File: src/rtl/alu_op_sequencer.sv
// Multi-cycle sequencer driving one-hot ALU selects and latching results into Z.
// Optional macro DIV_ZERO_TRAP_EN: trap DIV with zero divisor and report dz_err.
module alu_op_sequencer #(
    parameter int unsigned MUL_CYCLES = 2,
    parameter int unsigned DIV_CYCLES = 4
) (
    input  logic        clock,
    input  logic        clear,
    input  logic        op_valid,
    output logic        op_ready,
    input  logic [3:0]  op_code,
    input  logic [31:0] rb_in,
    input  logic [31:0] ry_in,
    output logic [31:0] alu_rb,
    output logic [31:0] alu_ry,
    output logic [12:0] alu_sel,
    input  logic [31:0] alu_lo,
    input  logic [31:0] alu_hi,
    output logic [31:0] zlo,
    output logic [31:0] zhi,
    output logic        done,
    output logic        bad_op
`ifdef DIV_ZERO_TRAP_EN
    ,
    output logic        dz_err
`endif
);

    localparam logic [3:0] OP_MUL  = 4'd6;
    localparam logic [3:0] OP_DIV  = 4'd9;
    localparam logic [3:0] OP_LAST = 4'd12;
    localparam logic [7:0] MUL_LD  = 8'(MUL_CYCLES - 1);
    localparam logic [7:0] DIV_LD  = 8'(DIV_CYCLES - 1);

    typedef enum logic [1:0] {
        S_IDLE,
        S_EXEC,
        S_DONE
    } state_t;

    state_t      state_q, state_d;
    logic [3:0]  op_q, op_d;
    logic [31:0] rb_q, rb_d;
    logic [31:0] ry_q, ry_d;
    logic [7:0]  cnt_q, cnt_d;
    logic [31:0] zlo_q, zlo_d;
    logic [31:0] zhi_q, zhi_d;
    logic        bad_q, bad_d;
    logic        skip;
`ifdef DIV_ZERO_TRAP_EN
    logic        dz_q, dz_d;
`endif

    always_comb begin
        state_d = state_q;
        op_d    = op_q;
        rb_d    = rb_q;
        ry_d    = ry_q;
        cnt_d   = cnt_q;
        zlo_d   = zlo_q;
        zhi_d   = zhi_q;
        bad_d   = bad_q;
        skip    = 1'b0;
`ifdef DIV_ZERO_TRAP_EN
        dz_d    = dz_q;
`endif
        unique case (state_q)
            S_IDLE: begin
                if (op_valid) begin
                    op_d  = op_code;
                    rb_d  = rb_in;
                    ry_d  = ry_in;
                    bad_d = (op_code > OP_LAST);
                    skip  = bad_d;
`ifdef DIV_ZERO_TRAP_EN
                    dz_d  = (op_code == OP_DIV) && (ry_in == '0);
                    skip  = skip | dz_d;
`endif
                    if (op_code == OP_MUL)
                        cnt_d = MUL_LD;
                    else if (op_code == OP_DIV)
                        cnt_d = DIV_LD;
                    else
                        cnt_d = '0;
                    state_d = skip ? S_DONE : S_EXEC;
                end
            end
            S_EXEC: begin
                if (cnt_q == '0) begin
                    zlo_d = alu_lo;
                    // Only the wide-result ops own the high half of Z
                    if (op_q == OP_MUL || op_q == OP_DIV)
                        zhi_d = alu_hi;
                    state_d = S_DONE;
                end else begin
                    cnt_d = cnt_q - 8'd1;
                end
            end
            S_DONE:  state_d = S_IDLE;
            default: state_d = S_IDLE;
        endcase
    end

    always_ff @(posedge clock) begin
        if (!clear) begin
            state_q <= S_IDLE;
            op_q    <= '0;
            rb_q    <= '0;
            ry_q    <= '0;
            cnt_q   <= '0;
            zlo_q   <= '0;
            zhi_q   <= '0;
            bad_q   <= 1'b0;
`ifdef DIV_ZERO_TRAP_EN
            dz_q    <= 1'b0;
`endif
        end else begin
            state_q <= state_d;
            op_q    <= op_d;
            rb_q    <= rb_d;
            ry_q    <= ry_d;
            cnt_q   <= cnt_d;
            zlo_q   <= zlo_d;
            zhi_q   <= zhi_d;
            bad_q   <= bad_d;
`ifdef DIV_ZERO_TRAP_EN
            dz_q    <= dz_d;
`endif
        end
    end

    // EXEC is only entered with a legal opcode, so the shift stays in range
    assign alu_sel  = (state_q == S_EXEC) ? (13'd1 << op_q) : '0;
    assign op_ready = (state_q == S_IDLE);
    assign done     = (state_q == S_DONE);
    assign bad_op   = done & bad_q;
    assign alu_rb   = rb_q;
    assign alu_ry   = ry_q;
    assign zlo      = zlo_q;
    assign zhi      = zhi_q;
`ifdef DIV_ZERO_TRAP_EN
    assign dz_err   = done & dz_q;
`endif

endmodule

File: config.mk
export PLATFORM = sky130hd
export DESIGN_NAME = alu_op_sequencer
export DESIGN_NICKNAME = d
export VERILOG_FILES = /design/src/rtl/alu_op_sequencer.sv
export SDC_FILE = /design/constraint.sdc
export NUM_CORES = 1
export LEC_CHECK = 0
export BUFFER_PORTS_ARGS = -buffer_cell sky130_fd_sc_hd__buf_2
export CAP_MARGIN = 20
export CORE_MARGIN = 8
export CORE_UTILIZATION = 45
export CTS_BUF_LIST = sky130_fd_sc_hd__clkbuf_16
export CTS_CLUSTER_DIAMETER = 150
export DETAILED_ROUTE_END_ITERATION = 16
export PLACE_DENSITY_LB_ADDON = 0.25
export SLEW_MARGIN = 40
export SYNTH_ARGS = -nofsm -noshare
export SYNTH_HDL_FRONTEND = slang
export SYNTH_SLANG_ARGS = --single-unit
File: constraint.sdc
create_clock -name clock -period 3.11 [get_ports clock]
set_input_delay 0.1555 -clock clock [delete_from_list [all_inputs] [get_ports clock]]
set_output_delay 0.1555 -clock clock [all_outputs]
set_load 0.01 [all_outputs]
==> results of run 1 <==
-- tightest hold or removal path, cell delays in order --
cell and delay [ns]:
buf_2 0.09, nand2_1 0.04, a21boi_0 0.08
-- per-stage QoR --
step,hold slack (ns),setup slack (ns),total power [W],area (um2),util [%]
after global placement,0.368,1.25,0.00312,7040,58.4
after detailed placement,0.371,1.17,0.00314,7040,58.4
after CTS,0.00286,1.02,0.00504,8820,73.1
after floorplan,0.286,1.45,0.00277,5570,-
after global routing,0.00667,0.893,0.00529,8830,73.2
final,0.0161,0.984,0.00501,8830,73.2
-- layout make-up --
| type | instances | area share (%) |
|---|---|---|
| clock inverters | 15 | 1.02 |
| diodes | 4 | 0.113 |
| well taps | 168 | 2.38 |
| flip-flops and latches | 143 | 32.4 |
| inverters | 4 | 0.170 |
| clock buffers | 17 | 4.82 |
| repair buffers | 412 | 30.7 |
| multi-input cells | 480 | 28.3 |
-- registers in the layout (all words and copies together), names as in the netlist --
register	flops
zlo	32
op_q	4
alu_ry	32
state_q	2
alu_rb	32
cnt_q	8
bad_q	1
zhi	32
-- routing by layer --
layer | global-route usage, % | routed length, um | share of wire, % | vias up
met1 | 23.2 | 7210 | 37 | 2817
met5 | 0 | 0 | 0 | -
li1 | - | - | - | 3010
met3 | 8.49 | 1480 | 7.6 | 54
met4 | 12.2 | 743 | 3.8 | 0
met2 | 42.4 | 10000 | 51 | 226
-- worst max path at each step --
stage	start	end	slack, ns
finish	state_q[0]	alu_sel[9]	0.98
global placement	cnt_q[0]	zhi[25]	1.25
detailed placement	cnt_q[0]	zlo[29]	1.17
global route	state_q[0]	alu_sel[9]	0.89
floorplan	cnt_q[2]	cnt_q[7]	1.45
CTS	state_q[0]	alu_sel[8]	1.02
-- power breakdown --
group          switching [W]  internal [W]  total (W)
clock network       0.000709       0.00106    0.00177
registers           0.000117       0.00201    0.00213
logic               0.000625      0.000488    0.00111
total                0.00145       0.00356    0.00501
-- cells in the mapped netlist (10+ instances only) --
master | count | share of area [%]
nand2_1 | 238 | 16
dfxtp_1 | 143 | 51
a21boi_1 | 70 | 9.4
nand3_1 | 66 | 5.9
clkbuf_1 | 37 | 2.5
a21boi_0 | 32 | 4.3
nor2_1 | 18 | 1.2
buf_2 | 10 | 0.90
-- cells by family (layout without fill, tap and decap cells) --
group,count (synthesis),after routing,synth area share [%]
XOR/XNOR,1,1,0.157
buffers and inverters,55,448,3.93
flip-flops,143,143,51.4
AND/OR/NAND/NOR,353,353,27.2
adder cells (fa/ha/maj),1,1,0.225
other,0,4,0
multiplexers,1,1,0.180
AO/OA/AOI/OAI,124,124,16.9
-- cell usage in the layout, fill, tap and decap left out, drive strengths merged, types with 2 or more instances in the layout --
master / synthesis / final
a21boi: 102 / 102
a21oi: 4 / 4
and2: 2 / 2
buf: 14 / 286
clkbuf: 37 / 17
clkinv: 0 / 8
dfxtp: 143 / 143
diode: 0 / 4
dlygate4sd3: 0 / 126
inv: 4 / 9
nand2: 238 / 238
nand2b: 4 / 4
nand3: 66 / 66
nor2: 18 / 18
nor2b: 2 / 2
nor3: 3 / 3
nor3b: 3 / 3
nor4bb: 3 / 3
o211a: 2 / 2
o211ai: 4 / 4
o21a: 2 / 2
o21ai: 2 / 2
or3: 4 / 4
or4: 3 / 3
-- what timing repair did --
| action | CTS | global route |
|---|---|---|
| endpoints found under the hold margin | 126 | 0 |
| endpoints found under the setup margin | 0 | 0 |
| hold buffers | 126 | 0 |
==> results.toml, run 1 <==
[detailed_routing]
via_count = 6107
drc = 0
wl_per_cell_um = 15.6
via_per_inst = 4.91
drtAntennaViolNets = 0
drt_iter0_drc = 336
drtPass1Iterations = 7
routed_wl_um = 19400

[clocking]
clock_path_buffers = 2
htreeDepth = 4
cts.sinks = 143
cts_tree = "built"
cts_setup_buffers = 0
cts_inserted_buffers = 17
clock_latency_ns = 0.41
path_clk_slew_ns = 0.05
postCtsResizedCells = 0
root_buffer = "clkbuf_16"

[min_path]
min_from = "ry_in[24]"
hold_path_class = "input pin to register"
hold_path_depth = 3
min_to = "alu_ry[24]"

[job]
cap_viol_max_count = 0

[worst_setup_path]
r2r_cells = 7
worst-path-buf-inv = 1
endpoint_kind = "output pin"
crit_chain = "nor2b_1 > nand3b_1 > nor2_1 > buf_2"
start_kind = "register"
r2r_start = "cnt_q[0]"
critPathMaxFanout = 9
cp.depth = 4
required_ns = 2.95
critPathArrivalTime_ns = 1.97
reg2reg_setup_slack_ns = 1.09
cpLargestDelayFamily = "simple AND/OR/NAND/NOR gates"
crit_type = "register to output pin"
cpMaxStageDelayCell = "dfxtp_1"
max_stage_delay_ns = 0.48
regToRegEndpoint = "zhi[9]"

[floorplan]
die_area_mm2 = 0.0162
io_pins = 279
start_util_pct = 46.2
die_h_um = 127
die_x_um = 127
core_area_mm2 = 0.0121
num_rows = 40

[place]
gp_congestion = 0.763
io_buffers = 278
dp_hpwl_um = 11600
dp_cells = 1081

[layout]
layout.nets = 1194
area_delta_synth_final_pct = 58.5
regArea_mm2 = 0.00286
multi_input_area_mm2 = 0.00250
fin_cells = 1243
fillCellCount = 926
layout-drive-gt1-share_pct = 29.5

[power_and_ir_drop]
max-vdd-ir-drop_v = 0.000404
power.density_mw_per_mm2 = 567
p_leak_nw = 4.24

[timing]
slew_headroom_pct = 53.1
tns_ns = 0
setup_violations = 0
period_share_pct = 68.4
period_minus_slack_ns = 2.13
slew_viol_final = 0
hold_viol = 0
worst_clock_skew_ns = 0.0102
tightest_slew_ns = 0.704
fmax_mhz = 470
rsz0062_at_grt = "no"

[synth]
synth_seq_area_share_pct = 51.4
synth_seq_cells = 143
syn-num-nets = 814
synth_cell_types = 42
synth-warning-count = 0
avgSynthCellArea_um2 = 8.22
synth_edf_count = 0
syn-cell-area_mm2 = 0.00557
syn_inst = 678
synth_ff_type = "dfxtp_1"
async_flop_share_pct = 0

[global_route]
grt_max_degree = 70
track_usage_pct = 23.5
grt_pass1_vias = 6258
grt-ovfl-total = 0
antenna_found_initial = 4
grt_pass1_wl_um = 30600

[run_status]
status = "finished, final reports clean"
No activity file was read; power rests on OpenSTA's default activity.
==> run 2, diff against run 1 <==
- clock period: 3.11 -> 2.1 ns (I/O delays scaled with it)
==> results.toml, run 2 (synthesized netlist as in run 1, its figures left out) <==
[place]
gp_congestion = 0.786
io_buffers = 278
placed_cell_area_mm2 = 0.00710
dp_cells = 1082
dp_hpwl_um = 11300

[detailed_routing]
routed_wl_um = 19000
via_per_inst = 4.85
via_count = 6049
wl_per_cell_um = 15.3
drc = 0
drtAntennaViolNets = 0
drt_iter0_drc = 355
drtPass1Iterations = 4

[clocking]
cts_tree = "built"
root_buffer = "clkbuf_16"
cts.sinks = 143
cts_inserted_buffers = 17
htreeDepth = 4
clock_latency_ns = 0.41
cts_setup_buffers = 0
path_clk_slew_ns = 0.06
clock_path_buffers = 2

[global_route]
grt_util_met2_pct = 39.9
track_usage_pct = 22.8
grt_pass1_wl_um = 30000
grt_max_degree = 170
antenna_found_initial = 1
met3_usage_pct = 7.82
grt_pass1_vias = 6101
use_met1_pct = 23.4
grt-busiest-layer = "met2"
grt-ovfl-total = 0

[layout]
fin_cells = 1247
final_cell_mix = "277 x buf_2, 238 x nand2_1, 142 x dfxtp_1"
area_delta_synth_final_pct = 60.9
mostFrequentLayoutCell = "buf_2"
fillCellCount = 886
postLayoutCellArea_mm2 = 0.00897
layout.nets = 1201
layout-drive-gt1-share_pct = 29.6

[floorplan]
core_area_mm2 = 0.0121
num_rows = 40
die_h_um = 127
die_area_mm2 = 0.0162
io_pins = 279
start_util_pct = 46.2
die_x_um = 127

[timing]
hold_viol = 0
fmax_mhz = 519
period_share_pct = 91.7
rsz0062_at_grt = "no"
tightest_slew_ns = 0.621
slew_viol_final = 0
slew_headroom_pct = 58.6
setup_violations = 0
worst_clock_skew_ns = 0.00594
tns_ns = 0
period_minus_slack_ns = 1.93

[worst_setup_path]
endpoint_kind = "output pin"
critPathMaxFanout = 8
crit_type = "register to output pin"
required_ns = 2.00
start_kind = "register"
critPathArrivalTime_ns = 1.82

[job]
cap_viol_max_count = 0

[power_and_ir_drop]
power.density_mw_per_mm2 = 849
p_leak_nw = 4.29
max-vdd-ir-drop_v = 0.000784
p_total_w = 0.00761

[min_path]
hold_path_class = "input pin to register"

[run_status]
status = "finished, final reports clean"
[run 2: through the flow]
| step | utilization [%] | setup slack (ns) | hold slack [ns] |
|---|---|---|---|
| after CTS | 74.3 | 0.0470 | 0.0485 |
| after global routing | 74.3 | 0.0377 | 0.0791 |
| after floorplan | - | 0.441 | 0.235 |
| after detailed placement | 58.9 | 0.352 | 0.322 |
| after global placement | 58.9 | 0.371 | 0.315 |
| final | 74.3 | 0.175 | 0.0628 |
[run 2: metal layers]
metal,vias to the layer above,share of wire (%)
met2,223,50
met5,-,0
met4,0,4.5
li1,3027,-
met3,62,7.0
met1,2737,39
[run 2: timing repair]
action,4_1_cts,5_1_grt
hold endpoints to repair,132,0
resized for setup,0,2
hold buffers,132,0
setup endpoints to repair,0,4
[run 2: path summary, 6_finish.rpt]
check | startpoint | endpoint | slack [ns] | cells after the start
setup / recovery | state_q[1] | alu_sel[0] | 0.17 | 4
hold / removal | clear | cnt_q[2] | 0.06 | 3
setup reg to reg | cnt_q[0] | cnt_q[4] | 0.33 | 6
hold reg to reg | zhi[1] | zhi[1] | 0.44 | 2
[run 2: final cells by class]
cell class	count	area (um2)	area share [%]
Tap cell	168	210	2.34
Sequential cell	143	2860	31.9
Antenna cell	2	5.00	0.0558
Timing Repair Buffer	419	2830	31.6
Inverter	4	15.0	0.167
Multi-Input combinational cell	480	2500	27.9
Clock inverter	14	111	1.24
Clock buffer	17	425	4.74
[run 2: power by group]
group	switching, W	leakage, nW	internal [W]
logic	0.000937	2.85	0.000774
registers	0.000167	1.17	0.00298
clock network	0.00106	0.275	0.00169
total	0.00217	4.29	0.00544
[run 2: critical path, stage by stage, from the launching register on]
cell and delay, ns:
dfxtp_1 0.38, nand2b_1 0.28, or3_1 0.43, nor3_1 0.15
buf_2 0.17
